### src/rtl/jtag_cmd_seq_if.sv
// Command, TDI byte and TDO byte handshake channels of the JTAG command sequencer.
// The master side issues commands and supplies/consumes bytes; the sequencer is the slave.
interface jtag_cmd_seq_if #(
    parameter int NBITS_W = 16
);
    logic               cmd_valid;
    logic               cmd_ready;
    logic [1:0]         cmd_op;
    logic [NBITS_W-1:0] cmd_nbits;

    logic               din_valid;
    logic               din_ready;
    logic [7:0]         din_data;

    logic               dout_valid;
    logic               dout_ready;
    logic [7:0]         dout_data;

    modport master (
        output cmd_valid, cmd_op, cmd_nbits, din_valid, din_data, dout_ready,
        input  cmd_ready, din_ready, dout_valid, dout_data
    );

    modport slave (
        input  cmd_valid, cmd_op, cmd_nbits, din_valid, din_data, dout_ready,
        output cmd_ready, din_ready, dout_valid, dout_data
    );
endinterface

### src/rtl/jtag_cmd_seq.sv
// JTAG command sequencer: turns RESET / TMS_SEQ / SCAN / SCAN_FLIP_TMS commands into
// divided TCK bit cycles, streaming TDI/TMS bits from bytes and packing captured TDO bits.
module jtag_cmd_seq #(
    parameter int TCK_DIV = 4,
    parameter int NBITS_W = 16
) (
    input  logic          clk,
    input  logic          rst_n,
    jtag_cmd_seq_if.slave bus,
    output logic          tck,
    output logic          tms,
    output logic          tdi,
    input  logic          tdo,
    output logic          busy
);

    typedef enum logic [2:0] {
        S_IDLE,
        S_FETCH,
        S_LOW,
        S_HIGH,
        S_PUSH,
        S_DONE
    } state_t;

    localparam logic [1:0]         OP_RESET   = 2'd0;
    localparam logic [1:0]         OP_TMS     = 2'd1;
    localparam logic [1:0]         OP_SCAN    = 2'd2;
    localparam logic [7:0]         DIV_LAST   = 8'(TCK_DIV - 1);
    localparam logic [NBITS_W-1:0] NB_ONE     = NBITS_W'(1);
    localparam logic [NBITS_W-1:0] RESET_BITS = NBITS_W'(6);

    state_t             state;
    state_t             state_nxt;
    logic [1:0]         op_q;
    logic [NBITS_W-1:0] total_q;
    logic [NBITS_W-1:0] bit_cnt;
    logic [NBITS_W-1:0] bit_nxt;
    logic [7:0]         div_cnt;
    logic [7:0]         din_byte;
    logic [7:0]         cap_byte;
    logic [7:0]         dout_q;
    logic               tms_q;
    logic               tdi_q;
    logic               tms_nxt;
    logic               tdi_nxt;
    logic               accept;
    logic               advance;
    logic               push_load;
    logic               div_done;
    logic               is_last;
    logic               is_last_nxt;
    logic               uses_din;
    logic               is_scan;

    // Pin value for one bit given the op, its data bit and whether it is the final bit.
    function automatic logic pin_tms(input logic [1:0] op, input logic dbit, input logic last);
        case (op)
            OP_RESET: return !last;
            OP_TMS:   return dbit;
            OP_SCAN:  return 1'b0;
            default:  return last;
        endcase
    endfunction

    function automatic logic pin_tdi(input logic [1:0] op, input logic dbit);
        return op[1] & dbit;
    endfunction

    assign accept      = (state == S_IDLE) && bus.cmd_valid;
    assign div_done    = (div_cnt == DIV_LAST);
    assign bit_nxt     = bit_cnt + NB_ONE;
    assign is_last     = (bit_cnt == total_q - NB_ONE);
    assign is_last_nxt = (bit_nxt == total_q - NB_ONE);
    assign uses_din    = (op_q != OP_RESET);
    assign is_scan     = op_q[1];

    assign bus.cmd_ready  = (state == S_IDLE);
    assign bus.din_ready  = (state == S_FETCH);
    assign bus.dout_valid = (state == S_PUSH);
    assign bus.dout_data  = dout_q;
    assign busy           = (state != S_IDLE);
    assign tck            = (state == S_HIGH);
    assign tms            = tms_q;
    assign tdi            = tdi_q;

    always_ff @(posedge clk or negedge rst_n) begin
        if (!rst_n) begin
            state <= S_IDLE;
            tms_q <= 1'b0;
            tdi_q <= 1'b0;
        end else begin
            state <= state_nxt;
            tms_q <= tms_nxt;
            tdi_q <= tdi_nxt;
        end
    end

    always_comb begin
        state_nxt = state;
        tms_nxt   = tms_q;
        tdi_nxt   = tdi_q;
        advance   = 1'b0;
        push_load = 1'b0;
        case (state)
            S_IDLE: begin
                if (bus.cmd_valid) begin
                    if (bus.cmd_op == OP_RESET) begin
                        state_nxt = S_LOW;
                        tms_nxt   = 1'b1;
                        tdi_nxt   = 1'b0;
                    end else if (bus.cmd_nbits == '0) begin
                        state_nxt = S_DONE;
                    end else begin
                        state_nxt = S_FETCH;
                    end
                end
            end
            S_FETCH: begin
                if (bus.din_valid) begin
                    state_nxt = S_LOW;
                    tms_nxt   = pin_tms(op_q, bus.din_data[0], is_last);
                    tdi_nxt   = pin_tdi(op_q, bus.din_data[0]);
                end
            end
            S_LOW: begin
                if (div_done) begin
                    state_nxt = S_HIGH;
                end
            end
            S_HIGH: begin
                if (div_done) begin
                    if (is_scan && ((bit_cnt[2:0] == 3'd7) || is_last)) begin
                        state_nxt = S_PUSH;
                        push_load = 1'b1;
                    end else if (is_last) begin
                        state_nxt = S_DONE;
                    end else if (uses_din && (bit_nxt[2:0] == 3'd0)) begin
                        state_nxt = S_FETCH;
                        advance   = 1'b1;
                    end else begin
                        state_nxt = S_LOW;
                        advance   = 1'b1;
                        tms_nxt   = pin_tms(op_q, din_byte[bit_nxt[2:0]], is_last_nxt);
                        tdi_nxt   = pin_tdi(op_q, din_byte[bit_nxt[2:0]]);
                    end
                end
            end
            S_PUSH: begin
                // A non-final push always lands on a byte boundary, so the next bit needs a fetch.
                if (bus.dout_ready) begin
                    if (is_last) begin
                        state_nxt = S_DONE;
                    end else begin
                        state_nxt = S_FETCH;
                        advance   = 1'b1;
                    end
                end
            end
            S_DONE: begin
                state_nxt = S_IDLE;
            end
            default: begin
                state_nxt = S_IDLE;
            end
        endcase
        if (state_nxt == S_DONE) begin
            tms_nxt = 1'b0;
            tdi_nxt = 1'b0;
        end
    end

    always_ff @(posedge clk or negedge rst_n) begin
        if (!rst_n) begin
            op_q     <= OP_RESET;
            total_q  <= '0;
            bit_cnt  <= '0;
            div_cnt  <= '0;
            din_byte <= '0;
            cap_byte <= '0;
            dout_q   <= '0;
        end else begin
            div_cnt <= ((state == S_LOW || state == S_HIGH) && !div_done) ? div_cnt + 8'd1 : 8'd0;
            if (accept) begin
                op_q     <= bus.cmd_op;
                total_q  <= (bus.cmd_op == OP_RESET) ? RESET_BITS : bus.cmd_nbits;
                bit_cnt  <= '0;
                cap_byte <= '0;
            end
            if (state == S_FETCH && bus.din_valid) begin
                din_byte <= bus.din_data;
            end
            // TDO is captured on the edge that raises TCK.
            if (state == S_LOW && div_done) begin
                cap_byte[bit_cnt[2:0]] <= tdo;
            end
            if (push_load) begin
                dout_q   <= cap_byte;
                cap_byte <= '0;
            end
            if (advance) begin
                bit_cnt <= bit_nxt;
            end
        end
    end

endmodule

### src/flat_wrapper.sv
// flat-port wrapper written by rule: the top's interface ports become plain ports
module jtag_cmd_seq_flat 
#(
    parameter int TCK_DIV = 4,
    parameter int NBITS_W = 16
)
  (clk, rst_n, tck, tms, tdi, tdo, busy, bus_cmd_valid, bus_cmd_op, bus_cmd_nbits, bus_din_valid, bus_din_data, bus_dout_ready, bus_cmd_ready, bus_din_ready, bus_dout_valid, bus_dout_data);
  jtag_cmd_seq_if #(.NBITS_W(NBITS_W)) bus_i ();
  input  logic clk;
  input  logic rst_n;
  output logic tck;
  output logic tms;
  output logic tdi;
  input  logic tdo;
  output logic busy;
  input wire logic [$bits(bus_i.cmd_valid)-1:0] bus_cmd_valid;
  input wire logic [$bits(bus_i.cmd_op)-1:0] bus_cmd_op;
  input wire logic [$bits(bus_i.cmd_nbits)-1:0] bus_cmd_nbits;
  input wire logic [$bits(bus_i.din_valid)-1:0] bus_din_valid;
  input wire logic [$bits(bus_i.din_data)-1:0] bus_din_data;
  input wire logic [$bits(bus_i.dout_ready)-1:0] bus_dout_ready;
  output wire logic [$bits(bus_i.cmd_ready)-1:0] bus_cmd_ready;
  output wire logic [$bits(bus_i.din_ready)-1:0] bus_din_ready;
  output wire logic [$bits(bus_i.dout_valid)-1:0] bus_dout_valid;
  output wire logic [$bits(bus_i.dout_data)-1:0] bus_dout_data;
  assign bus_i.cmd_valid = bus_cmd_valid;
  assign bus_i.cmd_op = bus_cmd_op;
  assign bus_i.cmd_nbits = bus_cmd_nbits;
  assign bus_i.din_valid = bus_din_valid;
  assign bus_i.din_data = bus_din_data;
  assign bus_i.dout_ready = bus_dout_ready;
  assign bus_cmd_ready = bus_i.cmd_ready;
  assign bus_din_ready = bus_i.din_ready;
  assign bus_dout_valid = bus_i.dout_valid;
  assign bus_dout_data = bus_i.dout_data;
  jtag_cmd_seq #(.TCK_DIV(TCK_DIV), .NBITS_W(NBITS_W)) u_core (.clk(clk), .rst_n(rst_n), .bus(bus_i), .tck(tck), .tms(tms), .tdi(tdi), .tdo(tdo), .busy(busy));
endmodule
### config.mk
export PLATFORM = sky130hd
export DESIGN_NAME = jtag_cmd_seq_flat
export DESIGN_NICKNAME = d
export VERILOG_FILES = /design/src/rtl/jtag_cmd_seq_if.sv /design/src/rtl/jtag_cmd_seq.sv /design/src/flat_wrapper.sv
export SDC_FILE = /design/constraint.sdc
export NUM_CORES = 1
export LEC_CHECK = 0
export CORE_ASPECT_RATIO = 1.2
export CORE_MARGIN = 2
export CORE_UTILIZATION = 40
export DETAILED_ROUTE_END_ITERATION = 10
export HOLD_SLACK_MARGIN = 0.1
export REMOVE_ABC_BUFFERS = 1
export SLEW_MARGIN = 20
export SYNTH_ARGS = -nofsm -noshare
export SYNTH_HDL_FRONTEND = slang
export SYNTH_SLANG_ARGS = --single-unit
### constraint.sdc
create_clock -name clk -period 6.6 [get_ports clk]
set_input_delay 1.32 -clock clk [delete_from_list [all_inputs] [get_ports clk]]
set_output_delay 1.32 -clock clk [all_outputs]
set_load 0.03 [all_outputs]
Word level (Yosys, flattened, before mapping)
Index checks and enable logic that the tools add are counted.
Widths: inputs -> output; s select.

word-level totals
  register bits = 71
  input bits = 32
  word-level logic and storage cells = 110

operators by class
  $add $sub $neg = 3
  $lt $le $gt $ge = 3
  equal/unequal tests = 18
  mux-type cells = 52
  bitwise gates (word level) = 2
  reduce and logical (&&, ||, !) cells = 22

operators with widths
  kind                   number
  $mux 16                3
  $eq 16x16->1           2
  $mux 8                 4
  $mux 3                 10
  $mux 1                 25
  $add 16x1->16 const B  1
  $logic_not 16->1       1
  $sub 16x1->16 const B  1
  $pmux 3 s5             1
  $pmux 1 s3             4
  $eq 3x3->1 const B     3
  $ne 3x3->1 const B     3
  $add 8x1->8 const B    1
  $bwmux 8               1
  $eq 8x2->1 const B     1
  $lt 3x4->1 const B     2
  $reduce_and 8->1       1
  $logic_and 1x1->1      7
  $eq 3x2->1 const B     2
  $logic_not 3->1        2
  $ne 3x1->1 const B     2
  $ne 3x2->1 const B     2
  $logic_not 2->1        2
  $reduce_bool 2->1      2
  13 further kinds       17

Logic depth before layout (Yosys ltp)
Gate-level depths: netlist of run 1.

  word-level depth = 11
  depth in mapped cells = 14
  gate-level depth less buffers = 11

Worst setup path before layout of run 1
No wires, ideal clock.

  path kind = reg2reg
  from = register u_core.total_q[0]
  to = register u_core.dout_q[5], in the netlist u_core.bus.dout_data[5]
  library setup time = 0.125 ns
  data arrival time = 3.201 ns
  required time = 6.475 ns
  path slack = 3.274 ns
  cell stages (with the launch flop) = 13
  buffers on the path = 3
  period minus slack after synthesis = 3.326 ns
  cells stage by stage = dfrtp_1 inv_1 ha_1 or3b_1 clkbuf_1 nor4_1 or4_1 or4_1 or4_1 buf_6 a21oi_4 buf_6 mux2_4

between the ends
  longest elaborated chain between the ends = 7

ends and longest elaborated chain
  item                    RTL line             text
  start, declared         jtag_cmd_seq.sv:36   logic [NBITS_W-1:0] total_q;
  start signal, assigned  jtag_cmd_seq.sv:186  total_q <= (bus.cmd_op == OP_RESET) ? RESET_BITS : bus.cmd_nbits;
  $sub 16x1->16           jtag_cmd_seq.sv:73   assign is_last = (bit_cnt == total_q - NB_ONE);
  $eq 16x16->1            jtag_cmd_seq.sv:73
  $logic_or 1x1->1        jtag_cmd_seq.sv:133  if (is_scan && ((bit_cnt[2:0] == 3'd7) || is_last)) begin
  $logic_and 1x1->1       jtag_cmd_seq.sv:133
  $mux 1                  jtag_cmd_seq.sv:133
  $mux 1                  jtag_cmd_seq.sv:132  if (div_done) begin
  $mux 1                  jtag_cmd_seq.sv:105  case (state)
  end signal, assigned    jtag_cmd_seq.sv:198  dout_q <= cap_byte;
  end, declared           jtag_cmd_seq.sv:42   logic [7:0] dout_q;

Every way passes these cells.
A chain may end at the register's enable or synchronous reset.

Worst setup path in the final report of run 1
  from = register u_core.total_q[8]
  to = register u_core.dout_q[1], in the netlist u_core.bus.dout_data[1]

The elaborated chain is that of the path after synthesis.

==> out/metrics.csv, run 1 <==
metric,value,unit
status,completed,
post-synthesis compound-gate area fraction,12.87,%
1st-pass router iterations,7,
top cell type by total area after synthesis,dfrtp_1,
area fraction of the dominant cell type after synthesis,39.54,%
final clock skew,0.007852,ns
post-synthesis mux area share,5.625,%
Async SR Flop Fraction,100.0,%
Die ar.,0.01210,sq mm
Synth Area per Inst,8.933,sq um
GR Overflow Total,0,
Synth Register Bits,71,
Core Area,0.01098,sq mm
FF+latch area,0.001777,sq mm
multi-input logic area,0.002505,sq mm
fraction of layout cells with a size suffix above 1,9.586,%
xor/xnor share of the synthesized area,9.078,%
Slew HR,32.46,%
Fin. Hold Viols,0,
pwr/cell area,378.6,mW/mm^2
Synth Area in Adders,1.392,%
final setup TNS,0,ns
synth unique cells,65,
Crit Path Max Fanout,17,
M2 GR Usage,32.67,%
kind of critical path,flip-flop to flip-flop,
GPL Wtd Cong,0.8837,
Startpoint Class,flip-flop,
crit end category,flip-flop,
CTS buffer count,9,
hpwl dp,8172,microns
vias in the first global route,3775,
Starting Density,40.91,%
drt drc,0,
Slew Limit Fails,0,
met3 GRT Util,4.426,%
CTS tree,yes,
Via density,5.803,
cell count after synthesis,503,
Fin Hold WS,0.4875,ns
CTS Buffer Depth,2,
Die Y-Extent,120.1,microns
Clock Latency Late Sink,0.34,ns
Routed WL,11290,microns
Post-CTS Setup Repair Bufs,0,
Synth area leaders,"dfrtp_1, xnor2_1, nand3_1",
DR vias,3853,
met1 usage,26.53,%
pin count of the biggest net entering global routing,72,
GRT Total Usage,20.35,%
CTS-repair resized insts,0,
simple logic cell fraction of the synthesized area,26.79,%
Antenna Nets Post-Route,0,
synth-to-layout area growth,17.10,%
Detailed Route Iter0 Violations,316,
CTS root buffer,clkbuf_16,
Placement Rows,42,
VDD IR max,0.0002615,V
Critical Path AT,4.26,ns
RSZ-0062 raised after global routing,no,
Leakage,2.228,nW
CTS sink cnt,71,
"Seq/Total Area, Yosys",39.54,%
Port Buffer Count,46,
Worst-path clk slew,0.06,ns
first-pass GRT wire length,19370,microns
CP Data Required Time,6.82,ns
placed cell area,0.004955,sq mm
"Top FF cell, synth",dfrtp_1,
Post-CTS Hold Buffers,0,
Max Clk Rate,247.6,MHz
final setup vio count,0,
Filler cells,1051,
post-route cell area,0.005261,sq mm
Post-synth EDFFs,0,
highest-count cells in the layout ignoring fill and taps,"dfrtp_1, nand2_1, nand3_1, clkdlybuf4s50_1, nor2_1",
slew of the pin with the lowest slew margin,1.004,ns
Nets,564,
maxcap violations,0,
final period utilization,61.19,%
I/O pins,47,
main combinational cell family by area after synthesis,simple AND/OR/NAND/NOR gates,
"commonest non-fill, non-tap cell in the layout",dfrtp_1,
antenna diode count,0,
GR peak layer,met2,
die width,100.8,microns
Synth Cell Area,0.004493,sq mm
Hold Path Class,flip-flop to flip-flop,
DR WL/cell,17.00,microns
H-tree depth,3,
initial antenna violation count,0,
Yosys warning count,0,
Final min period,4.038,ns
## synth_stat cells, types with 3 or more instances
master    instances
dfrtp_1          71
nand2_1          61
nand3_1          46
nor2_1           30
o21ai_0          29
xnor2_1          27
clkbuf_1         23
xor2_1           17
a21oi_1          16
mux2_2           14
inv_1            12
nor4_1           12
and3_1           11
nor3_1           11
nand4_1           9
and2_1            7
o31ai_1           7
or4_1             6
buf_2             5
ha_1              5
nand3b_1          5
or3_1             5
a31oi_1           4
buf_6             4
nand2b_1          4
or2_2             4
nand4b_1          3
o22ai_1           3
o41ai_1           3
## logic make-up (layout without fill, tap and decap cells)
group                      after synthesis  count (layout)
xor gates and xnor gates                45              45
and+or+nand+nor                        229             229
DFF                                     71              71
buffers and inverters                   46              75
adders and majority gates                5               5
AOI/OAI and AO/OA                       87              87
muxes                                   20              20
## report_power, final
group / leakage (nW) / total (mW) / switching (mW) / internal, mW
clock network: 0.145 / 0.499 / 0.195 / 0.304
registers: 0.934 / 0.759 / 0.199 / 0.560
logic: 1.15 / 0.735 / 0.383 / 0.352
total: 2.23 / 1.99 / 0.776 / 1.22
## final timing paths
check | end | cells past startpoint | slack (ns) | startpoint
worst max-delay path | u_core.bus.dout_data[1] | 7 | 2.56 | u_core.total_q[8]
max in group asynchronous | u_core.bit_cnt[13] | 2 | 4.82 | rst_n
min in group asynchronous | u_core.total_q[14] | 2 | 1.18 | rst_n
worst min register to register | u_core.div_cnt[0] | 1 | 0.49 | u_core.div_cnt[0]
worst max register to register | u_core.bus.dout_data[1] | 7 | 2.56 | u_core.total_q[8]
worst min-delay path | u_core.div_cnt[0] | 1 | 0.49 | u_core.div_cnt[0]
## layer usage
| metal | wire length, microns | vias to the layer above | part of all wire, % |
|---|---|---|---|
| met2 | 5600 | 94 | 50 |
| met4 | 287 | 0 | 2.5 |
| li1 | - | 1861 | - |
| met3 | 502 | 23 | 4.4 |
| met5 | 0 | - | 0 |
| met1 | 4898 | 1875 | 43 |
## flip-flops by register name, summed over array words and instances (netlist names), 2 cells and up
register and count:
u_core.bit_cnt 16, u_core.bus.dout_data 8, u_core.total_q 16, u_core.state 3
u_core.op_q 2, u_core.din_byte 8, u_core.div_cnt 8, u_core.cap_byte 8
## area by class of cell
class | instances | area share (%)
Clock inverter | 6 | 1.284
Inverter | 12 | 0.8561
Timing Repair Buffer | 47 | 8.799
Tap cell | 132 | 3.139
Multi-Input combinational cell | 386 | 47.61
Clock buffer | 10 | 4.542
Sequential cell | 71 | 33.77
## critical path, stage by stage (launching register included)
cell     delay (ns)
dfrtp_1        0.47
nor4_1         0.85
nor4b_2        0.38
xnor2_1        0.14
a211o_1        0.27
or4_1          0.82
a21oi_4        0.57
mux2_2         0.40
## per-stage QoR
step                utilization (%)  cells  setup slack, ns  total power [mW]
finish                        47.90    664            2.562             1.992
CTS                           47.90    664            2.593             1.999
global placement              45.11    648            2.669             1.472
detailed placement            45.11    648            2.597             1.491
global route                  47.90    664            2.317             2.137
floorplan                         -    469            2.992             1.269
Note: power is estimated with default switching activity, not from simulation.
==> run 2, diff against run 1 <==
==> constraint.sdc (replaced) <==
create_clock -name clk -period 3.92 [get_ports clk]
set_input_delay 0.784 -clock clk [delete_from_list [all_inputs] [get_ports clk]]
set_output_delay 0.784 -clock clk [all_outputs]
set_load 0.03 [all_outputs]
==> out/metrics.csv, run 2 (same netlist as run 1, synthesis figures left out) <==
metric,value,unit
Via density,5.669,
final clock skew,0.005891,ns
Startpoint Class,flip-flop,
Crit Path Max Fanout,17,
Hold Path Class,flip-flop to flip-flop,
Port Buffer Count,46,
pwr/cell area,643.5,mW/mm^2
Regs by FF count,"u_core.bit_cnt: 16 flops, u_core.total_q: 16 flops",
I/O pins,47,
DR WL/cell,16.76,microns
hpwl dp,8394,microns
Critical Path AT,3.91,ns
final period utilization,94.02,%
Slew Limit Fails,0,
CP max stage cell,or4_1,
Leakage,2.324,nW
pin count of the biggest net entering global routing,72,
Post-CTS Hold Buffers,0,
slew of the pin with the lowest slew margin,0.9343,ns
GPL Wtd Cong,0.8679,
Placed Instances,663,
Die Y-Extent,120.1,microns
final setup vio count,0,
cell mode on critical path,or4_1,
Post-CTS Setup Repair Bufs,0,
Filler cells,1051,
status,completed,
Max Clk Rate,271.3,MHz
1st-pass router iterations,5,
Clock Latency Late Sink,0.34,ns
GRT Total Usage,19.92,%
vias in the first global route,3857,
Final min period,3.686,ns
fin cells,679,
CTS-repair resized insts,0,
antenna diode count,0,
crit end category,flip-flop,
CTS root buffer,clkbuf_16,
met3 GRT Util,3.727,%
drt drc,0,
CTS buffer count,9,
Worst path max stage delay,0.75,ns
initial antenna violation count,0,
CP Data Required Time,4.14,ns
total power,3.474,mW
"commonest non-fill, non-tap cell in the layout",dfrtp_1,
kind of critical path,flip-flop to flip-flop,
Detailed Route Iter0 Violations,248,
DR vias,3849,
synth-to-layout area growth,20.16,%
maxcap violations,0,
Nets,579,
Starting Density,40.91,%
M2 GR Usage,32.79,%
met1 usage,25.81,%
H-tree depth,3,
Slew HR,37.56,%
CTS sink cnt,71,
Core Area,0.01098,sq mm
die width,100.8,microns
Antenna Nets Post-Route,0,
Placement Rows,42,
highest-count cells in the layout ignoring fill and taps,"dfrtp_1, nand2_1, nand3_1, clkdlybuf4s50_1, nor2_1",
Worst-path clk slew,0.06,ns
GR peak layer,met2,
worst-path cell chain,or4_1 > nor3_4 > o22ai_1 > or4_1 > or4_1 > buf_4 > a21oi_4 > mux2_2,
CTS Buffer Depth,2,
RSZ-0062 raised after global routing,no,
CTS tree,yes,
Die ar.,0.01210,sq mm
GR Overflow Total,0,
fraction of layout cells with a size suffix above 1,12.07,%
first-pass GRT wire length,19070,microns
Fin. Hold Viols,0,
final setup TNS,0,ns
Routed WL,11380,microns
VDD IR max,0.0003649,V
## run 2: changes by cell type in the layout (fill, tap and decap cells not counted), sizes merged
| cell | delta |
|---|---|
| bufinv | +1 |
| clkbuf | +1 |
| buf | +15 |
| clkinvlp | -2 |
## run 2: critical path: cells and delay by family (launching register included)
family / cells / cell delay, ns
mux: 1 / 0.39
simple gates: 4 / 1.96
buf+inv: 1 / 0.22
compound gates: 2 / 0.55
flops: 1 / 0.44
## run 2: layer usage
| layer | wire [microns] | up-vias |
|---|---|---|
| met5 | 0 | - |
| met4 | 248 | 0 |
| met3 | 455 | 22 |
| met2 | 5453 | 85 |
| met1 | 5223 | 1848 |
| li1 | - | 1894 |
## run 2: per-stage QoR
step / hold WS, ns / instance area, sq um / util, % / setup WS (ns)
finish: 0.4853 / 5399 / 49.16 / 0.2343
global route: 0.5109 / 5399 / 49.16 / 0.08176
CTS: 0.4878 / 5399 / 49.16 / 0.2359
detailed placement: 0.4830 / 5067 / 46.14 / 0.2445
global placement: 0.4791 / 5067 / 46.14 / 0.3089
floorplan: 0.4479 / 4327 / - / 0.3118
## run 2: where the power goes
group / leakage, nW / internal (mW) / total (mW) / switching (mW)
logic: 1.22 / 0.637 / 1.35 / 0.714
clock network: 0.166 / 0.592 / 0.907 / 0.315
registers: 0.934 / 0.944 / 1.22 / 0.272
total: 2.32 / 2.17 / 3.47 / 1.30
## run 2: worst paths after layout
| path | startpoint | to | slack (ns) | depth (start not counted) |
|---|---|---|---|---|
| setup / recovery | u_core.total_q[2] | u_core.bus.dout_data[1] | 0.23 | 8 |
| hold / removal | u_core.div_cnt[0] | u_core.div_cnt[0] | 0.49 | 1 |
| setup reg to reg | u_core.total_q[2] | u_core.bus.dout_data[1] | 0.23 | 8 |
| hold reg to reg | u_core.div_cnt[0] | u_core.div_cnt[0] | 0.49 | 1 |
| max in group asynchronous | rst_n | u_core.state[0] | 2.67 | 2 |
| min in group asynchronous | rst_n | u_core.total_q[7] | 0.65 | 2 |
## run 2: layout make-up
type	count	area [sq um]	share of cell area [%]
inverter	12	45.04	0.8343
multi-input combinational	386	2505	46.40
timing repair buffer	62	575.6	10.66
tap	132	165.2	3.059
clock inverter	5	78.83	1.460
sequential	71	1777	32.91
clock buffer	11	252.7	4.681
